$ cat src/rtl/noc_local_packetizer.sv
// Local-port packetizer: request + payload words in, head/body/tail flits out with one cycle of latency.
// A single output register stalls in place while ready_in is low, and both inputs are backpressured until it can load.
module noc_local_packetizer #(
  parameter int FLIT_W  = 64,
  parameter int COORD_W = 4,
  parameter int LEN_W   = 6,
  parameter int SRC_X   = 0,
  parameter int SRC_Y   = 0
) (
  input  logic                 clk,
  input  logic                 rst_n,
  input  logic                 req_valid,
  output logic                 req_ready,
  input  logic [COORD_W-1:0]   req_dst_x,
  input  logic [COORD_W-1:0]   req_dst_y,
  input  logic [LEN_W-1:0]     req_len,
  input  logic                 data_valid,
  output logic                 data_ready,
  input  logic [FLIT_W-3:0]    data_in,
  output logic [FLIT_W-1:0]    flit_out,
  output logic                 valid_out,
  input  logic                 ready_in,
  output logic                 busy,
  output logic [15:0]          pkt_count
);

  localparam int PAD_W = FLIT_W - 2 - 4*COORD_W - LEN_W;

  localparam logic [1:0] TYP_BODY = 2'b00;
  localparam logic [1:0] TYP_HEAD = 2'b01;
  localparam logic [1:0] TYP_TAIL = 2'b10;
  localparam logic [1:0] TYP_HT   = 2'b11;

  typedef struct packed {
    logic [1:0]         typ;
    logic [COORD_W-1:0] dst_x;
    logic [COORD_W-1:0] dst_y;
    logic [COORD_W-1:0] src_x;
    logic [COORD_W-1:0] src_y;
    logic [LEN_W-1:0]   len;
    logic [PAD_W-1:0]   pad;
  } hdr_t;

  typedef enum logic {IDLE, PAYLOAD} state_t;

  state_t             state_q, state_d;
  logic [LEN_W-1:0]   rem_q, rem_d;
  logic [FLIT_W-1:0]  flit_q, flit_d;
  logic               vld_q, vld_d;
  logic               load_en;
  hdr_t               hdr;

  // Gated by rst_n so neither input handshakes while reset is held.
  assign load_en = rst_n && (!vld_q || ready_in);

  always_comb begin
    hdr.typ   = (req_len == '0) ? TYP_HT : TYP_HEAD;
    hdr.dst_x = req_dst_x;
    hdr.dst_y = req_dst_y;
    hdr.src_x = COORD_W'(SRC_X);
    hdr.src_y = COORD_W'(SRC_Y);
    hdr.len   = req_len;
    hdr.pad   = '0;
  end

  always_comb begin
    state_d    = state_q;
    rem_d      = rem_q;
    flit_d     = flit_q;
    vld_d      = vld_q && !ready_in;
    req_ready  = 1'b0;
    data_ready = 1'b0;
    case (state_q)
      IDLE: begin
        req_ready = load_en;
        if (req_valid && load_en) begin
          vld_d  = 1'b1;
          flit_d = hdr;
          if (req_len != '0) begin
            rem_d   = req_len;
            state_d = PAYLOAD;
          end
        end
      end
      PAYLOAD: begin
        data_ready = load_en;
        if (data_valid && load_en) begin
          vld_d = 1'b1;
          // rem_q <= 1 rather than == 1 so a corrupted counter can never wrap.
          if (rem_q <= LEN_W'(1)) begin
            flit_d  = {TYP_TAIL, data_in};
            rem_d   = '0;
            state_d = IDLE;
          end else begin
            flit_d = {TYP_BODY, data_in};
            rem_d  = rem_q - LEN_W'(1);
          end
        end
      end
      default: state_d = IDLE;
    endcase
  end

  always_ff @(posedge clk) begin
    if (!rst_n) begin
      state_q   <= IDLE;
      rem_q     <= '0;
      flit_q    <= '0;
      vld_q     <= 1'b0;
      pkt_count <= '0;
    end else begin
      state_q <= state_d;
      rem_q   <= rem_d;
      flit_q  <= flit_d;
      vld_q   <= vld_d;
      // Head and head+tail both have bit FLIT_W-2 set.
      if (vld_q && ready_in && flit_q[FLIT_W-2])
        pkt_count <= pkt_count + 16'd1;
    end
  end

  assign flit_out  = flit_q;
  assign valid_out = vld_q;
  assign busy      = (state_q != IDLE) || vld_q;

endmodule

$ cat config.mk
export PLATFORM = sky130hd
export DESIGN_NAME = noc_local_packetizer
export DESIGN_NICKNAME = d
export VERILOG_FILES = /design/src/rtl/noc_local_packetizer.sv
export SDC_FILE = /design/constraint.sdc
export NUM_CORES = 1
export LEC_CHECK = 0
export CAP_MARGIN = 10
export CORE_AREA = 2 2 101 103
export CTS_BUF_LIST = sky130_fd_sc_hd__clkbuf_16
export DETAILED_ROUTE_END_ITERATION = 8
export DIE_AREA = 0 0 103 105
export GPL_ROUTABILITY_DRIVEN = 0
export PLACE_DENSITY_LB_ADDON = 0.3
export SYNTH_ARGS = -nofsm -noshare
export SYNTH_HDL_FRONTEND = slang
export SYNTH_SLANG_ARGS = --single-unit
$ cat constraint.sdc
create_clock -name clk -period 1.88 [get_ports clk]
set_clock_uncertainty 0.1 [all_clocks]
set_input_delay 0.376 -clock clk [delete_from_list [all_inputs] [get_ports clk]]
set_output_delay 0.376 -clock clk [all_outputs]
set_load 0.01 [all_outputs]
==> impl_metrics.toml <==
[global_routing]
antenna_found_initial = 0
overflow = 0
grt_pass1_wl_um = 17000
grt_max_degree = 49
grt_pass1_vias = 3571
gr-usage-all-layers_pct = 19.3

[timing]
hold-worst-slack_ns = 0.380
fmax_mhz = 528
fin_ws_ns = -0.0148
min_period_ns = 1.89
fin_crit_sh_pct = 101
hold_viol = 0
tightest_slew_ns = 0.352
slew_violations = 0
slew_headroom_pct = 76.6
grt_setup_unrepaired = "yes"
setup_viol_count_final = 1

[routing]
drt_iter0_markers = 90
ant_nets = 0
drt-pass1-iter-count = 4
via_per_inst = 5.08
num_vias = 3613
drcViolationCount = 0
wirelength_um = 11000
post_drt_wl_per_cell_um = 15.4

[final_layout]
stdcell_area_mm2 = 0.00607
regArea_mm2 = 0.00178
diodes = 0
drive_above_1_share_pct = 15.6
final_cell_count_no_fill = 711
area.growth.synth_to_final_pct = 71.9
nNetsFinal = 657
final_cell_mix = "157 x clkdlybuf4s50_1, 82 x dfxtp_1, 73 x nor2_1"
multi_input_area_mm2 = 0.00170
layout.cells.most_common = "clkdlybuf4s50_1"
fill_cells = 826

[logic_synthesis]
ys_top_cells_by_area = "dfxtp_1 50%, a22oi_1 10%, nor2_1 7.9%"
synth.top_cell.area_share_pct = 49.8
synth.distinct_cells = 47
synth_async_sr_flop_share_pct = 0
synth-edff-count = 0
yosysSeqAreaShare_pct = 49.8
netlist_instances = 385
synth_area_mm2 = 0.00353
ys_ff_latch = 88
yosysTopAreaCell = "dfxtp_1"
synth_warnings = 0
ys.flop_type = "dfxtp_1"
avgSynthCellArea_um2 = 9.18
syn_nets = 469

[critical_path]
cp_common_cell = "or4_4"
cp.buffers_inverters = 1
crit_type = "reg -> reg"
cp_slowest_stage_delay_ns = 0.54
crit_fanout = 4
crit_family = "simple AND/OR/NAND/NOR gates"
required_ns = 2.03
end_kind = "flop"
cp.arrival_ns = 2.05
start_kind = "flop"
cp_cell_sequence = "ha_4, inv_2, or4_4, or4_4, a21oi_2"
cp_slowest_cell = "or4_4"

[run_status]
violations = "negative setup slack"
status = "complete, but fails checks"

[floorplan]
coreArea_mm2 = 0.00964
die_y_um = 105
die_w_um = 103
initial_core_util_pct = 36.7
std_cell_rows = 36
die_area_mm2 = 0.0108
io_pins = 165

[pwr]
power_density_mw_per_mm2 = 753
switching_share_pct = 24.4
p_int_uw = 3460
power.net_switching_uw = 1120
cellLeakagePower_uw = 0.00228
seq_power_share_pct = 43.0
clkPwrFrac_pct = 40.9
peakVddDrop_v = 0.000412
comb_power_share_pct = 16.2

[placed_design]
place_hpwl_um = 7380
port_buffers = 164
placed_area_mm2 = 0.00558
dp.cells = 690

[clock_network]
cts_tree = "done"
clock_path_buffers = 2
cts_num_sinks = 88
clock_latency_ns = 0.33
htree_num_levels = 3
numCtsBuffers = 9
root_buffer = "clkbuf_16"
cts_hold_buf = 0
cts.clk_slew.worst_paths_ns = 0.07

[min_path]
hold_path.class = "reg -> reg"

[flow_run]
drv_cap = 0
## tightest hold or removal path: stages, from the launching register on
cell,delay (ns)
dfxtp_1,0.32
nand2_1,0.06
mux2i_1,0.05
## synth_stat cells (3+ instances only)
| cell | instances |
|---|---|
| a211oi_1 | 10 |
| a21oi_1 | 5 |
| a22oi_1 | 48 |
| a32o_1 | 4 |
| and3_1 | 3 |
| buf_2 | 5 |
| clkbuf_1 | 23 |
| dfxtp_1 | 88 |
| ha_1 | 3 |
| inv_1 | 10 |
| mux2i_1 | 13 |
| nand2_1 | 15 |
| nand2b_1 | 4 |
| nand3_1 | 8 |
| nand4_1 | 3 |
| nor2_1 | 74 |
| nor3_1 | 9 |
| o211a_1 | 4 |
| o211ai_1 | 4 |
| o21ai_0 | 3 |
| o221ai_1 | 5 |
| o32ai_1 | 3 |
| or3_1 | 3 |
| or4_1 | 4 |
| xnor2_1 | 6 |
| xor2_1 | 3 |
## flip-flops by register name (all words and copies together), names as in the netlist
register   count
pkt_count     16
flit_out      64
rem_q          6
valid_out      1
state_q        1
## cell families (layout without fill, tap and decap cells)
kind of cell    count (synthesis)  after routing  share of synthesized area, %
simple gates                  132            132                          17.0
compound gates                 98             98                          21.4
flops                          88             88                          49.8
buf+inv                        42            235                          4.78
mux                            13             13                          3.68
xor+xnor                        9              9                          2.23
fa+ha+maj                       3              3                          1.06
## power groups by stage
stage / clock [µW] / sequential, µW / combinational (µW)
5_1_grt: 1980 / 1970 / 798
4_1_cts: 1900 / 1960 / 694
3_3_place_gp: 0 / 2000 / 677
6_report: 1870 / 1960 / 740
2_1_floorplan: 0 / 2030 / 263
3_5_place_dp: 0 / 2000 / 687
## per-stage QoR
stage	util (%)	setup TNS, ns	total power [µW]	worst slack (ns)
floorplan	-	-0.0944	2290	-0.0474
global placement	57.9	-32.57	2680	-0.522
detailed placement	57.9	-34.03	2690	-0.542
CTS	61.4	-0.0438	4550	-0.0438
global route	63.0	-0.172	4740	-0.0622
finish	63.0	-0.0148	4570	-0.0148
## repair_timing
item / in CTS / in global routing
cloned: 0 / 4
gates resized for setup: 10 / 26
setup endpoints to repair: 72 / 60
setup buffers: 1 / 0
pin swaps: 1 / 8
## final timing paths
path	from	end	slack (ns)	depth (start not counted)
min	pkt_count[15]	pkt_count[15]	0.38	2
min reg2reg	pkt_count[15]	pkt_count[15]	0.38	2
max	pkt_count[1]	pkt_count[14]	-0.01	5
max reg2reg	pkt_count[1]	pkt_count[14]	-0.01	5
## area by class of cell
| type | instances | area share, % |
|---|---|---|
| inverters | 11 | 0.680 |
| clock buffers | 10 | 4.12 |
| repair buffers | 208 | 34.1 |
| well taps | 133 | 2.74 |
| clock inverters | 6 | 1.07 |
| multi-input cells | 255 | 28.0 |
| flip-flops and latches | 88 | 29.2 |
## per-layer routing
layer	vias to the layer above	track usage [%]	wire, µm
met5	-	0	0
met4	0	4.23	112
met3	11	7.42	857
met2	116	32.6	5630
met1	1721	22.9	4380
li1	1765	-	-
Note: power is estimated with default switching activity, not from simulation.
